--- src/rtl/m_imem_loader_pkg.sv ---
// Shared definitions for the instruction-memory loader and the imem it fills.
package m_imem_loader_pkg;

   localparam int IMEM_DEPTH_LOG2 = 8;

   typedef enum logic [1:0] {
      IDLE  = 2'd0,
      RECV  = 2'd1,
      WRITE = 2'd2,
      DONE  = 2'd3
   } state_e;

endpackage

--- src/rtl/m_byte_packer.sv ---
// Collects four bytes little-endian into one 32-bit word; byte 0 lands in [7:0].
module m_byte_packer (
   input  logic        clk,
   input  logic        rst_n,
   input  logic        accept,
   input  logic [7:0]  byte_in,
   input  logic        clear,
   output logic [31:0] word,
   output logic        full
);

   logic [1:0]  byte_cnt_q, byte_cnt_d;
   logic [31:0] shift_q, shift_d;

   always_comb begin
      byte_cnt_d = byte_cnt_q;
      shift_d    = shift_q;
      if (clear) begin
         byte_cnt_d = 2'd0;
         shift_d    = 32'd0;
      end else if (accept) begin
         shift_d[{byte_cnt_q, 3'b000} +: 8] = byte_in;
         // Wraps 3 -> 0 so the next word starts in lane 0.
         byte_cnt_d = byte_cnt_q + 2'd1;
      end
   end

   always_ff @(posedge clk or negedge rst_n) begin
      if (!rst_n) begin
         byte_cnt_q <= 2'd0;
         shift_q    <= 32'd0;
      end else begin
         byte_cnt_q <= byte_cnt_d;
         shift_q    <= shift_d;
      end
   end

   assign word = shift_q;
   assign full = (byte_cnt_q == 2'd3);

endmodule

--- src/rtl/m_imem_loader.sv ---
// Fills imem from a byte stream, one word write per 4 bytes, and holds the core in reset until done.
// Byte stream: a byte moves on a posedge where w_byte_valid && w_byte_ready; ready is high only in RECV.
module m_imem_loader
   import m_imem_loader_pkg::*;
#(
   parameter int DEPTH_LOG2 = IMEM_DEPTH_LOG2
) (
   input  logic                  w_clk,
   input  logic                  w_rst_n,
   input  logic                  w_start,
   input  logic [DEPTH_LOG2:0]   w_nwords,
   input  logic                  w_byte_valid,
   input  logic [7:0]            w_byte_data,
   output logic                  w_byte_ready,
   output logic                  w_we,
   output logic [31:0]           w_waddr,
   output logic [31:0]           w_wdata,
   output logic                  w_busy,
   output logic                  w_done,
   output logic                  w_proc_rst_n,
   output state_e                w_dbg_state
);

   localparam int NW = DEPTH_LOG2 + 1;
   localparam logic [NW-1:0] MAX_WORDS = {1'b1, {DEPTH_LOG2{1'b0}}};
   localparam logic [NW-1:0] ONE       = {{DEPTH_LOG2{1'b0}}, 1'b1};

   state_e          state_q, state_d;
   logic [NW-1:0]   n_q, n_d;
   logic [NW-1:0]   word_cnt_q, word_cnt_d;
   logic            proc_rst_q, proc_rst_d;
   logic [NW-1:0]   nwords_clamped;
   logic [NW-1:0]   word_cnt_inc;
   logic            pk_accept;
   logic            pk_clear;
   logic            pk_full;
   logic [31:0]     pk_word;

   assign pk_accept      = (state_q == RECV) && w_byte_valid;
   assign nwords_clamped = (w_nwords > MAX_WORDS) ? MAX_WORDS : w_nwords;
   assign word_cnt_inc   = word_cnt_q + ONE;

   m_byte_packer u_packer (
      .clk     (w_clk),
      .rst_n   (w_rst_n),
      .accept  (pk_accept),
      .byte_in (w_byte_data),
      .clear   (pk_clear),
      .word    (pk_word),
      .full    (pk_full)
   );

   always_comb begin
      state_d    = state_q;
      n_d        = n_q;
      word_cnt_d = word_cnt_q;
      proc_rst_d = proc_rst_q;
      pk_clear   = 1'b0;
      case (state_q)
         IDLE: begin
            if (w_start) begin
               n_d        = nwords_clamped;
               word_cnt_d = '0;
               pk_clear   = 1'b1;
               proc_rst_d = 1'b0;
               state_d    = (nwords_clamped == '0) ? DONE : RECV;
            end
         end
         RECV: begin
            if (pk_accept && pk_full) state_d = WRITE;
         end
         WRITE: begin
            word_cnt_d = word_cnt_inc;
            state_d    = (word_cnt_inc == n_q) ? DONE : RECV;
         end
         DONE: begin
            state_d    = IDLE;
            proc_rst_d = 1'b1;
         end
         default: state_d = IDLE;
      endcase
   end

   always_ff @(posedge w_clk or negedge w_rst_n) begin
      if (!w_rst_n) begin
         state_q    <= IDLE;
         n_q        <= '0;
         word_cnt_q <= '0;
         proc_rst_q <= 1'b0;
      end else begin
         state_q    <= state_d;
         n_q        <= n_d;
         word_cnt_q <= word_cnt_d;
         proc_rst_q <= proc_rst_d;
      end
   end

   // Address and data are forced to zero outside WRITE so idle outputs stay quiet.
   assign w_byte_ready = (state_q == RECV);
   assign w_we         = (state_q == WRITE);
   assign w_waddr      = w_we ? {{(30-DEPTH_LOG2){1'b0}}, word_cnt_q[DEPTH_LOG2-1:0], 2'b00} : 32'd0;
   assign w_wdata      = w_we ? pk_word : 32'd0;
   assign w_busy       = (state_q == RECV) || (state_q == WRITE);
   assign w_done       = (state_q == DONE);
   assign w_proc_rst_n = proc_rst_q;
   assign w_dbg_state  = state_q;

endmodule

--- config.mk ---
export PLATFORM = sky130hd
export DESIGN_NAME = m_imem_loader
export DESIGN_NICKNAME = d
export VERILOG_FILES = /design/src/rtl/m_imem_loader_pkg.sv /design/src/rtl/m_byte_packer.sv /design/src/rtl/m_imem_loader.sv
export SDC_FILE = /design/constraint.sdc
export NUM_CORES = 1
export LEC_CHECK = 0
export ABC_AREA = 1
export CELL_PAD_IN_SITES_DETAIL_PLACEMENT = 1
export CELL_PAD_IN_SITES_GLOBAL_PLACEMENT = 1
export CORE_AREA = 2 2 153 80
export CTS_CLUSTER_SIZE = 16
export DETAILED_ROUTE_END_ITERATION = 16
export DIE_AREA = 0 0 155 82
export PLACE_DENSITY_LB_ADDON = 0.1
export SYNTH_ARGS = -nofsm -noshare
export SYNTH_HDL_FRONTEND = slang
export SYNTH_HIERARCHICAL = 1
export SYNTH_SLANG_ARGS = --single-unit
export TNS_END_PERCENT = 20
--- constraint.sdc ---
create_clock -name w_clk -period 1.69 [get_ports w_clk]
set_input_delay 0.338 -clock w_clk [delete_from_list [all_inputs] [get_ports w_clk]]
set_output_delay 0.338 -clock w_clk [all_outputs]
set_load 0.1 [all_outputs]
== Yosys cells after proc, flatten, opt, wreduce, memory -nomap -nowiden ==
Cells that the tools add are included.
Word-level totals
  input port bits: 21
  output and inout bits: 71
  flip-flop bits (word level): 55
  word-level logic and storage cells: 50
Operators by class
  shifts and indexed selects: 2
  muxes and demuxes: 19
  add/subtract/negate cells: 3
  magnitude comparators: 1
  equality and inequality tests: 7
  reduce and logical (&&, ||, !) cells: 12
Operators by type and width (number)
  $mux W32: 3
  $bwmux W32: 1
  $shift A8 B7 Y32 const A: 1
  $shiftx A8 B7 Y32: 1
  $mux W9: 2
  $pmux W9 S2: 1
  $mux W2: 6
  $mux W10: 1
  $add A9 B1 Y9 const B: 1
  $eq A9 B9 Y1: 1
  $gt A9 B9 Y1 const B: 1
  $logic_not A9 Y1: 1
  $pmux W2 S4: 1
  $reduce_and A2 Y1: 4
  $neg A5 Y7: 1
  $eq A2 B2 Y1 const B: 3
  $reduce_bool A2 Y1: 3
  $mux W1: 3
  $add A2 B1 Y2 const B: 1
  $eq A2 B1 Y1 const B: 1
  $logic_and A1 B1 Y1: 2
  $logic_not A2 Y1: 1
  $ne A2 B1 Y1 const B: 1
  $ne A2 B2 Y1 const B: 1
  other kinds (2): 2

== Longest topological paths before layout ==
  word-level depth: 6
  gate-level depth with buffers: 13

== By module ==
Netlist, hierarchy kept.
By module, submodules not included
  m_imem_loader: sequential area each 525.5 um^2, cells an instance 294, times used 1, area an instance 1829.3 um^2
  m_byte_packer: sequential area each 850.8 um^2, cells an instance 215, times used 1, area an instance 1632.8 um^2

== Least setup slack after synthesis ==
OpenSTA, ideal clock, no wires.
  path kind: register to output
  start point: reg state_q[1] (netlist: w_dbg_state[1])
  end point: out w_waddr[2]
  path slack: -1.736 ns
  buffers on the path: 2
  arrival: 3.088 ns
  cell stages (with the launch flop): 6
  cells stage by stage: dfrtp_1 -> ha_1 -> clkbuf_1 -> clkbuf_1 -> nand2_1 -> inv_1
Between the ends
  longest elaborated chain between the ends: 2
Ends and longest elaborated chain
  start: declaration: RTL line m_imem_loader.sv:28  | state_e state_q, state_d;
  start signal: assignment: RTL line m_imem_loader.sv:91  | state_q <= state_d;
  $eq A2 B2 Y1: RTL line m_imem_loader.sv:100  | assign w_we = (state_q == WRITE);
  net w_we: RTL line m_imem_loader.sv:15  | output logic w_we,
  $mux W10: RTL line m_imem_loader.sv:101  | assign w_waddr = w_we ? {{(30-DEPTH_LOG2){1'b0}}, word_cnt_q[DEPTH_LOG2-1:0], 2'b00} : 32'd0;
  end: declaration: RTL line m_imem_loader.sv:16  | output logic [31:0] w_waddr,
The timed path passes the listed nets, and every way through them passes these cells.

== Final worst setup path ==
  start point: reg state_q[1] (netlist: w_dbg_state[1])
  end point: out w_wdata[24]
Between the ends
  longest elaborated chain between the ends: 2
Ends and longest elaborated chain
  $eq A2 B2 Y1: RTL line m_imem_loader.sv:100
  $mux W32: RTL line m_imem_loader.sv:102  | assign w_wdata = w_we ? pk_word : 32'd0;
  end: declaration: RTL line m_imem_loader.sv:17  | output logic [31:0] w_wdata,
Every way passes these cells.

==> flow_summary.ini <==
[synthesis]
ys_async_sr_fraction_pct = 100
synthMostInstantiatedCell = nand2_1
yosysTopAreaCellShare_pct = 39.8
synth_seq_cells = 55
ys_warn_count = 6
synth_commonest_cells = 199 x nand2_1, 78 x inv_1, 55 x dfrtp_1
synth_area_sq_um = 3460
synthFlopType = dfrtp_1
ys_seq_area_share_pct = 39.8
syn_area_per_cell_sq_um = 6.80
synth_cells = 509
synth_top_area_cell = dfrtp_1
yosysUniqueCellTypes = 27
synth_edf_count = 0
netlist_top_cells_area = dfrtp_1 40%, nand2_1 22%, inv_1 8.5%

[status]
violations = setup timing
status = complete, but fails checks

[cts]
ctsHtreeMaxLevel = 2
cts-root-buf = clkbuf_16
clk_path_buf_depth = 2
clock_latency_ps = 300
cts.sinks = 55
path_clk_slew_ps = 70
cts_tree = yes
cts_buffers = 5

[place]
hpwl_um = 9280
finalWeightedCongestion = 0.879
placed_area_sq_um = 5100
place.port_buffers = 67

[floorplanning]
initial_utilization_pct = 30.2
dieArea_sq_um = 12700
die_w_um = 155
core_area_sq_um = 11500
rows = 28
die_h_um = 82
pin_count = 92

[worst_setup_path]
start_kind = flop
crit_arrival_ps = 1600
r2r_cells = 12
critPathKind = flop to output pin
r2r-start = w_dbg_state[0]
endpoint_kind = output pin
crit_fanout = 22
startpoint = w_dbg_state[1]
critPathRequiredTime_ps = 1350

[layout]
utilization_pct = 47.6
finish.instance_area_sq_um = 5450
ff_latch_area_sq_um = 1380
multi_input_area_sq_um = 1770
syn2layout_area_growth_pct = 57.5
fillCellCount = 1411
post_route_cells_drive_above_1_share_pct = 30.9
antenna_cells = 0
final_nets = 642

[power_and_ir_drop]
p_leak_nw = 2.43
total_power_mw = 8.27
cellPowerDensity_nw_per_um2 = 1520
ir_drop_v = 0.00211

[sta]
rsz0062_at_grt = yes
clock.fmax_mhz = 516
skew_ps = 5.86
fin_crit_ps = 1940
drv_slew = 0
setup_viol = 44
final-hold-violation-count = 0
fin_crit_sh_pct = 115
fin_ws_ps = -246

[run]
drv_cap = 0

[global_routing]
grt-ovfl-total = 0
grt_pass1_vias = 3508
grt_pass1_wl_um = 19000
antenna_found_initial = 0
grt_usage_pct = 19.4
grt_max_degree = 45

[routing]
drtIter0Drc = 159
vias = 3394
dr.pass1.iters = 4
final_antenna_net_count = 0
routed_wl_um = 11800
drc = 0
viasPerCell = 4.46
wl_per_cell_um = 15.4

[hold_path]
min_path_type = primary input to asynchronous set/reset pin
==> critical path: stages (launching register included) <==
cell,delay [ps]
dfrtp_4,520
ha_4,200
buf_12,160
nand2_1,130
clkinvlp_4,110
buf_12,170
==> layout by cell type (no fill, tap or decap), types with 6 or more instances in the layout <==
master	Yosys	layout
nand2_1	199	185
inv_2	4	6
nand2_2	6	19
conb_1	1	24
clkdlybuf4s50_1	0	19
o21ai_0	14	14
a21oi_1	15	10
nor2_2	5	8
inv_1	78	33
nand3_1	32	31
buf_4	24	32
buf_12	0	50
dfrtp_1	55	53
clkinvlp_4	0	40
ha_1	11	6
nor2_1	35	30
==> layer usage <==
layer | GRT usage (%) | share of wire, % | vias up | wire (um)
met4 | 3.33 | 0.54 | 0 | 63
met2 | 25.7 | 38 | 89 | 4440
li1 | - | - | 1695 | -
met3 | 3.43 | 4.6 | 5 | 537
met1 | 31.7 | 57 | 1605 | 6710
met5 | 0 | 0 | - | 0
==> report_power, final <==
part,internal [mW],switching (mW),leakage [nW]
Combinational,1.74,3.39,1.60
Clock,0.748,0.533,0.0875
Sequential,1.61,0.251,0.742
==> final cells by class <==
type                            instances  area share (%)
Timing Repair Buffer                  104            26.7
Clock buffer                            6            2.55
Tap cell                              150            3.44
Sequential cell                        55            25.4
Multi-Input combinational cell        361            32.5
Inverter                               83            8.65
Clock inverter                          2           0.711
==> path summary, 6_finish.rpt <==
kind | slack [ps] | end
worst max-delay path | -250 | w_wdata[24]
worst min-delay path | 470 | w_proc_rst_n
worst max register to register | -110 | w_dbg_state[1]
worst min register to register | 480 | u_packer/word[14]
max in group asynchronous | 660 | u_packer/word[20]
min in group w_clk | 480 | u_packer/word[14]
==> sequential cells by signal, indices dropped and copies added (netlist names) <==
name                 count
n_q                      9
u_packer/byte_cnt_q      2
u_packer/word           32
w_dbg_state              2
w_proc_rst_n             1
word_cnt_q               9
==> through the flow <==
step / worst slack, ps / cells / hold slack, ps / TNS, ps
2_1_floorplan: -493 / 532 / 42.4 / -38290
3_5_place_dp: -307 / 749 / 261 / -8570
5_1_grt: -302 / 761 / 503 / -12690
6_report: -246 / 761 / 471 / -8750
4_1_cts: -293 / 759 / 475 / -10340
3_3_place_gp: -205 / 749 / 250 / -6490
==> repair_timing <==
item                       CTS  global route
buffers inserted             1             2
hold buffers                 1             0
hold endpoints to repair    11             0
gates resized for setup     14            24
cloned                       0             0
setup endpoints to repair   72            83
pin swaps                    0             1
==> logic make-up (layout without fill, tap and decap cells) <==
group / Yosys count / count (layout) / share of synthesized area (%)
fa+ha+maj: 11 / 11 / 3.98
flops: 55 / 55 / 39.8
buf+inv: 116 / 195 / 15.6
compound gates: 41 / 41 / 6.61
other cells: 1 / 24 / 0.108
simple gates: 285 / 285 / 33.9
Note: power is estimated with default switching activity, not from simulation.
==> RTL change: new RTL, same settings <==
`shift_q` no longer has a reset.
--- a/src/rtl/m_byte_packer.sv
+++ b/src/rtl/m_byte_packer.sv
@@ -28,11 +28,13 @@
    always_ff @(posedge clk or negedge rst_n) begin
       if (!rst_n) begin
          byte_cnt_q <= 2'd0;
-         shift_q    <= 32'd0;
       end else begin
          byte_cnt_q <= byte_cnt_d;
-         shift_q    <= shift_d;
       end
+   end
+
+   always_ff @(posedge clk) begin
+      shift_q <= shift_d;
    end
 
    assign word = shift_q;
Behaviour: no difference found for any inputs over 10 cycles, from zero or initial values and one cycle with w_rst_n low; that may be too few to reach the edited logic, so the function may still have changed.
==> RTL change against the unedited design <==
The flow still finishes with violations (setup timing); count of clock-buffer cells in the layout unchanged; register-to-register slack better by 20 ps; setup slack worse by 10 ps; critical path depth up 1; clock power down 9%; core utilization down 2.0 points; wire length down 5.4%; cell area down 4.3%; power down 3.6%; synthesized area down 2.4%; sequential cell count unchanged; fmax down 0.54%; critical path type unchanged; largest power group unchanged.
==> RTL change: results (changes against the unedited design) <==
| Metric | Value |
|---|---|
| Fillers | 1391 (was 1411) |
| Lkg Pwr | 2.03 nW (was 2.43 nW) |
| Inverter count | 90 (was 83) |
| Worst-path fanout max | 21 (was 22) |
| First-pass GRT wire length | 18.1 mm (was 19.0 mm) |
| Area of the multi-input gates | 1740 µm² (was 1770 µm²) |
| Final setup margin | -257 ps (was -246 ps) |
| Signal buffers | 93 (was 104) |
| M1 WL | 6.16 mm (was 6.71 mm) |
| Net Sw Frac | 50.6% (was 50.5%) |
| ClkCell Share | 3.14% (was 3.26%) |
| Gate count of the mapped netlist | 501 (was 509) |
| Post-CTS Setup Bufs | 0 (was 1) |
| GRT Total Usage | 18.5% (was 19.4%) |
| DR vias | 3286 (was 3394) |
| Met1 GRT Util | 29.3% (was 31.7%) |
| Multi-input gate count | 342 (was 361) |
| Routability cong. | 0.862 (was 0.879) |
| Final setup vio count | 45 (was 44) |
| Hold Worst Slack | 380 ps (was 471 ps) |
| DR vias/cell | 4.45 (was 4.46) |
| Seq_cells | 55 (unchanged) |
| Register area share after synthesis | 36.0% (was 39.8%) |
| Met3 GRT Util | 3.17% (was 3.43%) |
| Synth unique cells | 28 (was 27) |
| NonClk Buf Share | 26.9% (was 26.7%) |
| Synth Area in XOR/XNOR | 0.259% (was 0%) |
| Fin nets | 619 (was 642) |
| Core Util, Final | 45.6% (was 47.6%) |
| Critical path destination | w_wdata[12] (was w_wdata[24]) |
| Register area | 1220 µm² (was 1380 µm²) |
| Detail Route met2 WL | 4.32 mm (was 4.44 mm) |
| Placed Cells | 729 (was 749) |
| Post-DP Area | 4970 µm² (was 5100 µm²) |
| FF-to-FF setup slack | -90 ps (was -110 ps) |
| Failing checks | setup timing (unchanged) |
| Status | finished, violations left (unchanged) |
| Compound-Gate Fraction of Synth Area | 11.4% (was 6.61%) |
[RTL change: cell count changes in the layout (fill, tap and decap cells not counted), moves of 3 or more]
| cell | change |
|---|---|
| a21oi_1 | +23 |
| buf_4 | -11 |
| dfrtp_1 | -32 |
| dfxtp_1 | +32 |
| inv_1 | +9 |
| nand2_1 | -57 |
| nand3_1 | +7 |
| nand3b_1 | -3 |
| nor2_2 | -4 |
| nor2_4 | +4 |
| o21ai_0 | +4 |
| o21ai_1 | +4 |
[RTL change: power by group through the flow]
stage                     combinational, mW  sequential, mW  clock [mW]
after floorplan                        2.98            2.13           0
after global placement                 4.62            1.91           0
after detailed placement               4.68            1.92           0
after CTS                              4.87            1.89        1.19
after global routing                   5.28            1.95        1.24
final                                  4.92            1.89        1.16
[RTL change: timing repair]
action | in CTS | in global routing
gates cloned | 1 | 0
hold buffers | 0 | 0
pin swaps | 0 | 2
resized for setup | 6 | 13
hold endpoints to repair | 0 | 0
setup endpoints to repair | 54 | 83
